### config.mk
export PLATFORM = sky130hd
export DESIGN_NAME = instr_fetch_ctrl_flat
export DESIGN_NICKNAME = d
export VERILOG_FILES = /design/src/rtl/instr_fetch_ctrl_pkg.sv /design/src/rtl/instr_fetch_ctrl_if.sv /design/src/rtl/fetch_timeout_tmr.sv /design/src/rtl/instr_fetch_ctrl.sv /design/src/flat_wrapper.sv
export SDC_FILE = /design/constraint.sdc
export NUM_CORES = 1
export LEC_CHECK = 0
export BUFFER_PORTS_ARGS = -buffer_cell sky130_fd_sc_hd__buf_2
export CAP_MARGIN = 10
export CELL_PAD_IN_SITES_DETAIL_PLACEMENT = 0
export CELL_PAD_IN_SITES_GLOBAL_PLACEMENT = 1
export CORE_MARGIN = 4
export CORE_UTILIZATION = 38
export DETAILED_ROUTE_END_ITERATION = 7
export HOLD_SLACK_MARGIN = 0.06
export PLACE_DENSITY = 0.9
export SYNTH_ARGS = -nofsm -noshare
export SYNTH_HDL_FRONTEND = slang
export SYNTH_SLANG_ARGS = --single-unit
### constraint.sdc
create_clock -name clk -period 2.7 [get_ports clk]
set_clock_uncertainty 0.1 [all_clocks]
set_input_delay 0.135 -clock clk [delete_from_list [all_inputs] [get_ports clk]]
set_output_delay 0.135 -clock clk [all_outputs]
set_load 0.02 [all_outputs]
### src/rtl/instr_fetch_ctrl_pkg.sv
// Shared definitions for the fetch controller, the PC register and NPC logic.
package instr_fetch_ctrl_pkg;

    localparam int WA_W = 30;

    typedef logic [WA_W-1:0] word_addr_t;

    typedef enum logic [2:0] {
        ST_IDLE = 3'd0,
        ST_REQ  = 3'd1,
        ST_HOLD = 3'd2,
        ST_SYNC = 3'd3,
        ST_ERR  = 3'd4
    } fetch_state_t;

    // Sequential word advance; wraps 3FFF_FFFF -> 0 by truncation.
    function automatic word_addr_t next_word(input word_addr_t addr);
        return addr + word_addr_t'(1);
    endfunction

endpackage

### src/rtl/instr_fetch_ctrl_if.sv
// Fetch controller bus: PC update, instruction memory, decode and redirect.
interface instr_fetch_ctrl_if;
    import instr_fetch_ctrl_pkg::*;

    logic [31:0] pc_i;
    word_addr_t  npc_o;
    logic        pcwr_o;
    logic        imem_req;
    word_addr_t  imem_addr;
    logic        imem_ack;
    logic [31:0] imem_rdata;
    logic [31:0] ir_o;
    logic        ir_valid;
    logic        ir_ready;
    logic        redirect_valid;
    word_addr_t  redirect_target;
    logic        fetch_err;

    // Controller side.
    modport master (
        input  pc_i, imem_ack, imem_rdata, ir_ready, redirect_valid, redirect_target,
        output npc_o, pcwr_o, imem_req, imem_addr, ir_o, ir_valid, fetch_err
    );

    // Environment side: PC register, instruction memory, decode, execute.
    modport slave (
        output pc_i, imem_ack, imem_rdata, ir_ready, redirect_valid, redirect_target,
        input  npc_o, pcwr_o, imem_req, imem_addr, ir_o, ir_valid, fetch_err
    );

endinterface

### src/rtl/fetch_timeout_tmr.sv
// Counts cycles spent waiting for imem_ack and flags when the limit is hit.
module fetch_timeout_tmr #(
    parameter int unsigned ACK_TIMEOUT = 255,
    parameter int unsigned TMR_W       = 16
) (
    input  logic clk,
    input  logic rst,
    input  logic run,
    input  logic clear,
    output logic expired
);

    localparam logic [TMR_W-1:0] LIMIT = TMR_W'(ACK_TIMEOUT);

    logic [TMR_W-1:0] timer;

    // Count while a request is outstanding; saturate at the limit.
    always_ff @(posedge clk or negedge rst) begin
        if (!rst) begin
            timer <= '0;
        end else if (clear) begin
            timer <= '0;
        end else if (run && (timer != LIMIT)) begin
            timer <= timer + TMR_W'(1);
        end
    end

    assign expired = run && (timer == LIMIT);

endmodule

### src/rtl/instr_fetch_ctrl.sv
// Fetch controller: issues word fetches, hands instructions to decode,
// advances or redirects the PC through npc_o/pcwr_o.
//
//   state | meaning
//   IDLE  | first cycle after reset release
//   REQ   | imem_req held, waiting for imem_ack
//   HOLD  | instruction offered to decode, waiting for ir_ready
//   SYNC  | one cycle for the PC register to absorb a redirect write
//   ERR   | ack timeout; everything quiet until reset
module instr_fetch_ctrl
    import instr_fetch_ctrl_pkg::*;
#(
    parameter int unsigned ACK_TIMEOUT = 255,
    parameter int unsigned TMR_W       = 16
) (
    input  logic               clk,
    input  logic               rst,
    instr_fetch_ctrl_if.master bus
);

    fetch_state_t state;
    logic         squash;
    word_addr_t   saved_target;
    word_addr_t   npc_q;
    logic         pcwr_q;
    logic         req_q;
    logic [31:0]  ir_q;
    logic         ir_valid_q;
    logic         err_q;

    logic         tmr_run;
    logic         tmr_clear;
    logic         tmr_expired;

    word_addr_t   pc_word;
    logic [1:0]   unused_pc_lsb;

    assign pc_word       = bus.pc_i[31:2];
    assign unused_pc_lsb = bus.pc_i[1:0];

    assign tmr_run   = (state == ST_REQ);
    assign tmr_clear = (state != ST_REQ) || bus.imem_ack;

    fetch_timeout_tmr #(
        .ACK_TIMEOUT(ACK_TIMEOUT),
        .TMR_W      (TMR_W)
    ) u_tmr (
        .clk    (clk),
        .rst    (rst),
        .run    (tmr_run),
        .clear  (tmr_clear),
        .expired(tmr_expired)
    );

    // Fetch sequencing; redirects beat both sequential advance and a same-cycle ack.
    always_ff @(posedge clk or negedge rst) begin
        if (!rst) begin
            state        <= ST_IDLE;
            squash       <= 1'b0;
            saved_target <= '0;
            npc_q        <= '0;
            pcwr_q       <= 1'b0;
            req_q        <= 1'b0;
            ir_q         <= '0;
            ir_valid_q   <= 1'b0;
            err_q        <= 1'b0;
        end else begin
            pcwr_q <= 1'b0;
            case (state)
                ST_IDLE: begin
                    if (bus.redirect_valid) begin
                        npc_q  <= bus.redirect_target;
                        pcwr_q <= 1'b1;
                        state  <= ST_SYNC;
                    end else begin
                        req_q <= 1'b1;
                        state <= ST_REQ;
                    end
                end
                ST_REQ: begin
                    if (tmr_expired && !bus.imem_ack) begin
                        err_q      <= 1'b1;
                        req_q      <= 1'b0;
                        ir_valid_q <= 1'b0;
                        squash     <= 1'b0;
                        state      <= ST_ERR;
                    end else if (bus.imem_ack) begin
                        req_q  <= 1'b0;
                        squash <= 1'b0;
                        pcwr_q <= 1'b1;
                        if (bus.redirect_valid) begin
                            npc_q <= bus.redirect_target;
                            state <= ST_SYNC;
                        end else if (squash) begin
                            npc_q <= saved_target;
                            state <= ST_SYNC;
                        end else begin
                            ir_q       <= bus.imem_rdata;
                            ir_valid_q <= 1'b1;
                            npc_q      <= next_word(pc_word);
                            state      <= ST_HOLD;
                        end
                    end else if (bus.redirect_valid) begin
                        // The request cannot be withdrawn; drop its data on arrival.
                        saved_target <= bus.redirect_target;
                        squash       <= 1'b1;
                    end
                end
                ST_HOLD: begin
                    if (bus.redirect_valid) begin
                        ir_valid_q <= 1'b0;
                        npc_q      <= bus.redirect_target;
                        pcwr_q     <= 1'b1;
                        state      <= ST_SYNC;
                    end else if (bus.ir_ready) begin
                        ir_valid_q <= 1'b0;
                        req_q      <= 1'b1;
                        state      <= ST_REQ;
                    end
                end
                ST_SYNC: begin
                    if (bus.redirect_valid) begin
                        npc_q  <= bus.redirect_target;
                        pcwr_q <= 1'b1;
                    end else begin
                        req_q <= 1'b1;
                        state <= ST_REQ;
                    end
                end
                ST_ERR: begin
                    req_q      <= 1'b0;
                    ir_valid_q <= 1'b0;
                end
                default: begin
                    req_q      <= 1'b0;
                    ir_valid_q <= 1'b0;
                    state      <= ST_IDLE;
                end
            endcase
        end
    end

    assign bus.npc_o     = npc_q;
    assign bus.pcwr_o    = pcwr_q;
    assign bus.imem_req  = req_q;
    assign bus.imem_addr = req_q ? pc_word : '0;
    assign bus.ir_o      = ir_q;
    assign bus.ir_valid  = ir_valid_q;
    assign bus.fetch_err = err_q;

endmodule

### src/flat_wrapper.sv
// flat-port wrapper written by rule: the top's interface ports become plain ports
module instr_fetch_ctrl_flat import instr_fetch_ctrl_pkg::*;
#(
    parameter int unsigned ACK_TIMEOUT = 255,
    parameter int unsigned TMR_W       = 16
)
  (clk, rst, bus_pc_i, bus_imem_ack, bus_imem_rdata, bus_ir_ready, bus_redirect_valid, bus_redirect_target, bus_npc_o, bus_pcwr_o, bus_imem_req, bus_imem_addr, bus_ir_o, bus_ir_valid, bus_fetch_err);
  instr_fetch_ctrl_if bus_i ();
  input  logic clk;
  input  logic rst;
  input wire logic [$bits(bus_i.pc_i)-1:0] bus_pc_i;
  input wire logic [$bits(bus_i.imem_ack)-1:0] bus_imem_ack;
  input wire logic [$bits(bus_i.imem_rdata)-1:0] bus_imem_rdata;
  input wire logic [$bits(bus_i.ir_ready)-1:0] bus_ir_ready;
  input wire logic [$bits(bus_i.redirect_valid)-1:0] bus_redirect_valid;
  input wire logic [$bits(bus_i.redirect_target)-1:0] bus_redirect_target;
  output wire logic [$bits(bus_i.npc_o)-1:0] bus_npc_o;
  output wire logic [$bits(bus_i.pcwr_o)-1:0] bus_pcwr_o;
  output wire logic [$bits(bus_i.imem_req)-1:0] bus_imem_req;
  output wire logic [$bits(bus_i.imem_addr)-1:0] bus_imem_addr;
  output wire logic [$bits(bus_i.ir_o)-1:0] bus_ir_o;
  output wire logic [$bits(bus_i.ir_valid)-1:0] bus_ir_valid;
  output wire logic [$bits(bus_i.fetch_err)-1:0] bus_fetch_err;
  assign bus_i.pc_i = bus_pc_i;
  assign bus_i.imem_ack = bus_imem_ack;
  assign bus_i.imem_rdata = bus_imem_rdata;
  assign bus_i.ir_ready = bus_ir_ready;
  assign bus_i.redirect_valid = bus_redirect_valid;
  assign bus_i.redirect_target = bus_redirect_target;
  assign bus_npc_o = bus_i.npc_o;
  assign bus_pcwr_o = bus_i.pcwr_o;
  assign bus_imem_req = bus_i.imem_req;
  assign bus_imem_addr = bus_i.imem_addr;
  assign bus_ir_o = bus_i.ir_o;
  assign bus_ir_valid = bus_i.ir_valid;
  assign bus_fetch_err = bus_i.fetch_err;
  instr_fetch_ctrl #(.ACK_TIMEOUT(ACK_TIMEOUT), .TMR_W(TMR_W)) u_core (.clk(clk), .rst(rst), .bus(bus_i));
endmodule
# [Word-level counts from Yosys, hierarchy flattened]
# Cells that the tools add are included.
[op_classes] n_addsub=2 eq_ne=18 mux=38 n_bitwise=6 n_reduce_logical=19
[op_table] op="$mux 30" n=6
[op_table] op="$pmux 30 s2" n=1
[op_table] op="$mux 16" n=2
[op_table] op="$add 30x1->30 const B" n=1
[op_table] op="$mux 1" n=18
[op_table] op="$mux 3" n=6
[op_table] op="$add 16x1->16 const B" n=1
[op_table] op="$eq 16x8->1 const B" n=1
[op_table] op="$ne 16x8->1 const B" n=1
[op_table] op="$reduce_and 4->1" n=4
[op_table] op="$pmux 3 s5" n=1
[op_table] op="$ne 2x2->1 const B" n=6
[op_table] op="$reduce_and 5->1" n=2
[op_table] op="$eq 3x2->1 const B" n=2
[op_table] op="$ne 3x2->1 const B" n=2
[op_table] op="$ne 3x3->1 const B" n=2
[op_table] op="$not 1->1" n=6
[op_table] op="$pmux 1 s3" n=2
[op_table] op="$reduce_and 2->1" n=2
[op_table] op="$reduce_bool 2->1" n=2
[op_table] op="$eq 3x1->1 const B" n=1
[op_table] op="$eq 3x3->1 const B" n=1
[op_table] op="$logic_and 1x1->1" n=3
[op_table] op="$logic_not 3->1" n=1
[op_table] op="other kinds (9)" n=9
[totals] register_bits=116 in_bits=99 output_inout_bits=96

# [Depth between registers and ports, before layout]
[depth] ltp_word=6 depth_mapped=8 ltp_nobuf=6

# [Cells and area by module]
# A second synthesis with hierarchy kept.
[hier_totals] cells_unflattened=564 area_unflattened_um2=6068.3
[by_module_without_submodules] module="instr_fetch_ctrl" n_inst=1 cells_each=470 area_per_inst_um2=5187.5
[by_module_without_submodules] module="fetch_timeout_tmr" n_inst=1 cells_each=94 area_per_inst_um2=880.8

# [Least setup slack after synthesis]
# OpenSTA, ideal clock, no wires.
[synth_timing] path_type="reg2reg" start="register u_core.u_tmr.timer[0]" end="register u_core.saved_target[4]" t_arrival_ns=1.794 required_time_ns=2.472 slack_ns=0.678 path_stages_with_launch=8 n_path_buf=1 cell_sequence="dfrtp_1 > ha_1 > nand2_1 > nor3_2 > nand3_2 > and3_1 > buf_4 > mux2_1"
[synth_via] elab_chain_len=5
[synth_rtl] element="from (decl)" line="fetch_timeout_tmr.sv:15" source="logic [TMR_W-1:0] timer;"
[synth_rtl] element="from (signal assigned)" line="fetch_timeout_tmr.sv:24" source="timer <= timer + TMR_W'(1);"
[synth_rtl] element="$eq 16x8->1" line="fetch_timeout_tmr.sv:28" source="assign expired = run && (timer == LIMIT);"
[synth_rtl] element="$logic_and 1x1->1" line="fetch_timeout_tmr.sv:28"
[synth_rtl] element="$logic_and 1x1->1" line="instr_fetch_ctrl.sv:81" source="if (tmr_expired && !bus.imem_ack) begin"
[synth_rtl] element="$not 1->1 (no line)"
[synth_rtl] element="$reduce_and 4->1 (no line)"
[synth_rtl] element="to (signal assigned)" line="instr_fetch_ctrl.sv:105" source="saved_target <= bus.redirect_target;"
[synth_rtl] element="to (decl)" line="instr_fetch_ctrl.sv:23" source="word_addr_t saved_target;"
# No other way between the ends.
# A chain may end at the register's enable or synchronous reset.

# [Worst setup path after layout]
[layout_timing] start="register u_core.u_tmr.timer[0]" end="register u_core.state[0]"
[layout_via] elab_chain_len=5
[layout_rtl] element="$eq 16x8->1 (*)" line="fetch_timeout_tmr.sv:28"
[layout_rtl] element="$logic_and 1x1->1 (*)" line="fetch_timeout_tmr.sv:28"
[layout_rtl] element="$logic_and 1x1->1 (*)" line="instr_fetch_ctrl.sv:81"
[layout_rtl] element="$mux 3 or $ne 3x2->1 (tied branches)"
[layout_rtl] element="$pmux 3 s5 or $reduce_and 4->1 (tied branches)"
[layout_rtl] element="to (signal assigned)" line="instr_fetch_ctrl.sv:74" source="state <= ST_SYNC;"
[layout_rtl] element="to (signal assigned)" line="instr_fetch_ctrl.sv:77" source="state <= ST_REQ;"
[layout_rtl] element="to (signal assigned)" line="instr_fetch_ctrl.sv:86" source="state <= ST_ERR;"
[layout_rtl] element="to (decl)" line="instr_fetch_ctrl.sv:21" source="fetch_state_t state;"
# Every way passes the cells marked *; elsewhere a longest branch is shown, timed or not.

==> results.tsv <==
stage	metric	value	unit
place	Area after DPL	7116	um^2
routing	vias	5651	
floorplan	Die Y	133.3	um
clock_network	Clk Latency, worst-skew pair	0.41	ns
routing	Detail Route met2 WL	8.716	mm
sta	unrepaired setup endpoints after global routing	no	
routing	top layer in use	met4	
worst_hold_path	worst hold endpoint	u_core.bus.npc_o[17]	
logic_synthesis	cell with the most instances after synthesis	nand2_1	
floorplan	row count	45	
clock_network	cts bufs inserted	17	
logic_synthesis	Synth Warn #	0	
clock_network	CTS clk-pin slew, worst paths	0.05	ns
logic_synthesis	Cell variety after synth	62	
final_layout	Layout Area Growth over Synthesis	43.17	%
job	maxcap violations	0	
worst_hold_path	Hold Startpoint	bus_pc_i[19]	
logic_synthesis	area of the mapped netlist	5962	um^2
critical_path	Slowest-stage cell, CP	dlygate4sd3_1	
sta	Setup WS post-layout	0.1828	ns
critical_path	slowest stage delay, CP	0.56	ns
global_routing	grt total ovfl	0	
global_routing	vias in the first global route	5843	
sta	Final Hold Fails	0	
power	Final Power	8.367	mW
routing	Total Routed Length	18.06	mm
final_layout	Antenna Cells	0	
clock_network	postcts setup bufs	0	
final_layout	Fillers	1307	
place	dpl cells	1003	
critical_path	CP cell instances	ha_1 -> nand2_1 -> nor3_2 -> nand3_2 -> buf_4 -> nand2_1 -> a21oi_1 -> dlygate4sd3_1	
logic_synthesis	synthesized instance count	617	
sta	Rel. slew slack	21.10	%
routing	post-DR vias/cell	5.028	
critical_path	critical path arrival	2.71	ns
floorplan	CORE AREA	15260	um^2
routing	WL met1	7.677	mm
clock_network	post_cts resized	0	
critical_path	crit-path leading delay family	simple AND/OR/NAND/NOR gates	
floorplan	# IOs	195	
final_layout	Core Util, Final	55.94	%
place	pre-CTS setup slack	0.4053	ns
critical_path	Setup crit end kind	flip-flop	
clock_network	root buf cell	clkbuf_16	
power	Leak Pwr	4.040	nW
sta	Hold WS	0.08831	ns
sta	Max Freq	0.3973	GHz
floorplan	Die Area	17760	um^2
critical_path	Worst path most repeated cell	nand2_1	
clock_network	clk sink count	116	
sta	Worst Max-Slew Pin Slew	1.179	ns
logic_synthesis	ys flop type	dfrtp_1	
place	Placer Congestion	0.8150	
logic_synthesis	leading area contributor after synthesis	dfrtp_1	
place	input/output buffers	192	
routing	DRC	0	
outcome	status	finished clean	
sta	Setup TNS	0	ns
sta	Max Slew Vio Count	0	
critical_path	reg2reg end	u_core.state[0]	
global_routing	initial antenna violation count	0	
final_layout	Nets	1004	
critical_path	Startpoint Class	flip-flop	
sta	minimum clock period	2.517	ns
routing	Initial DRT Pass Iterations	5	
routing	Detail Route Antenna Nets	0	
global_routing	Total Routing Usage GR	20.66	%
worst_hold_path	hold path cells	3	
final_layout	Finished Layout Cells	1124	
clock_network	Max clock buf depth	2	
routing	WL met3	1.365	mm
sta	endpoints failing setup	0	
clock_network	H-tree Lvls	4	
critical_path	worst reg2reg startpoint	u_core.u_tmr.timer[0]	
logic_synthesis	EDFF count, synth	0	
logic_synthesis	Synth Register Bits	116	
worst_hold_path	hold crit path type	primary input to flip-flop	
power	total power divided by cell area	980.2	nW/um^2
critical_path	Crit Path Max Fanout	9	
global_routing	largest net degree at the start of global routing	55	
clock_network	CTS tree	done	
logic_synthesis	FFs w/ async S/R, synth	100.0	%
routing	DR WL/cell	16.07	um
logic_synthesis	top cells by count, synth	144 x nand2_1, 116 x dfrtp_1, 36 x nor2_1, 29 x and2_1, 29 x mux2_2	
final_layout	post-route cell area	8536	um^2
floorplan	die width	133.3	um
critical_path	critical path class	flip-flop to flip-flop	
logic_synthesis	Area contributors post-synth	dfrtp_1 49%, nand2_1 9.1%, mux2_2 5.5%	
place	detailed placement HPWL	11.67	mm
logic_synthesis	synthesized area per cell	9.663	um^2
critical_path	CP required	2.89	ns
final_layout	fraction of layout cells with a size suffix above 1	30.89	%
final_layout	Reg area	2903	um^2
critical_path	Reg2Reg Depth	8	
logic_synthesis	post-synth top area share	48.69	%
sta	post-route clock period utilization	93.23	%
critical_path	Bufs and invs on worst path	2	
global_routing	first-pass GRT wire length	29.41	mm
critical_path	flop2flop setup slack	0.18	ns
floorplan	initial core utilization	39.07	%
logic_synthesis	syn nets	718	
logic_synthesis	sequential-to-total area share from yosys stat	48.69	%
routing	DRT iter0 DRCs	343	
power	Max VDD drop	0.5784	mV
final_layout	area of the multi-input gates	2849	um^2
==> power breakdown <==
group / switching [mW] / internal (mW)
Clock: 0.747 / 1.19
Combinational: 2.10 / 1.39
Sequential: 0.466 / 2.47
==> flip-flops by register name (all words and copies together), names as in the netlist <==
register / cells
u_core.bus.fetch_err: 1
u_core.saved_target: 30
u_core.state: 3
u_core.bus.imem_req: 1
u_core.bus.pcwr_o: 1
u_core.u_tmr.timer: 16
u_core.bus.ir_valid: 1
u_core.bus.ir_o: 32
u_core.squash: 1
u_core.bus.npc_o: 30
==> cell usage in the layout, fill, tap and decap left out, drive strengths merged, types with 17 or more instances in the layout <==
cell type / instances
clkbuf: 22
dlygate4sd3: 92
xnor2: 17
nand3: 20
a21oi: 22
dfrtp: 116
nand2: 144
and2: 30
o21ai: 19
mux2: 30
xor2: 24
nor2: 36
buf: 206
==> timing repair <==
item	4_1_cts	5_1_grt
hold endpoints to repair	148	0
setup endpoints to repair	0	0
hold buffers	92	0
==> how the worst max path moves through the flow <==
stage / to / slack [ns] / depth (start not counted) / from
5_1_grt: u_core.state[0] / 0.06 / 8 / u_core.u_tmr.timer[0]
4_1_cts: u_core.state[0] / 0.23 / 8 / u_core.u_tmr.timer[0]
3_3_place_gp: u_core.bus.npc_o[10] / 0.48 / 5 / u_core.state[1]
3_5_place_dp: u_core.bus.npc_o[11] / 0.41 / 5 / u_core.state[1]
2_1_floorplan: u_core.saved_target[4] / 0.68 / 7 / u_core.u_tmr.timer[0]
6_report: u_core.state[0] / 0.18 / 8 / u_core.u_tmr.timer[0]
==> cell families (layout without fill, tap and decap cells) <==
kind of cell               after synthesis  count (layout)  synth area share [%]
and+or+nand+nor                        295             295                 24.34
DFF                                    116             116                 48.69
AOI/OAI and AO/OA                       95              95                 10.79
xor gates and xnor gates                41              41                 6.023
buffers and inverters                   36             332                 3.735
muxes                                   32              32                 6.002
adders and majority gates                2               2                0.4197
==> worst register-to-register path, stage by stage (launching register included) <==
cell and delay (ns):
dfrtp_1 0.41, ha_1 0.24, nand2_1 0.10, nor3_2 0.31
nand3_2 0.14, buf_4 0.21, nand2_1 0.22, a21oi_1 0.10
dlygate4sd3_1 0.56
==> per-layer routing <==
metal  global-route usage (%)  vias up
met4                    6.743        0
met1                    25.45     2702
met2                    34.45      212
met5                        0        -
li1                         -     2712
met3                    6.722       25
==> area by class of cell <==
cell class | instances | area share, %
clock inverters | 7 | 0.4104
well taps | 211 | 3.093
multi-input cells | 465 | 33.38
clock buffers | 22 | 5.438
inverters | 5 | 0.2199
flip-flops and latches | 116 | 34.01
repair buffers | 298 | 23.45
Power figures use the tool's default switching activity.
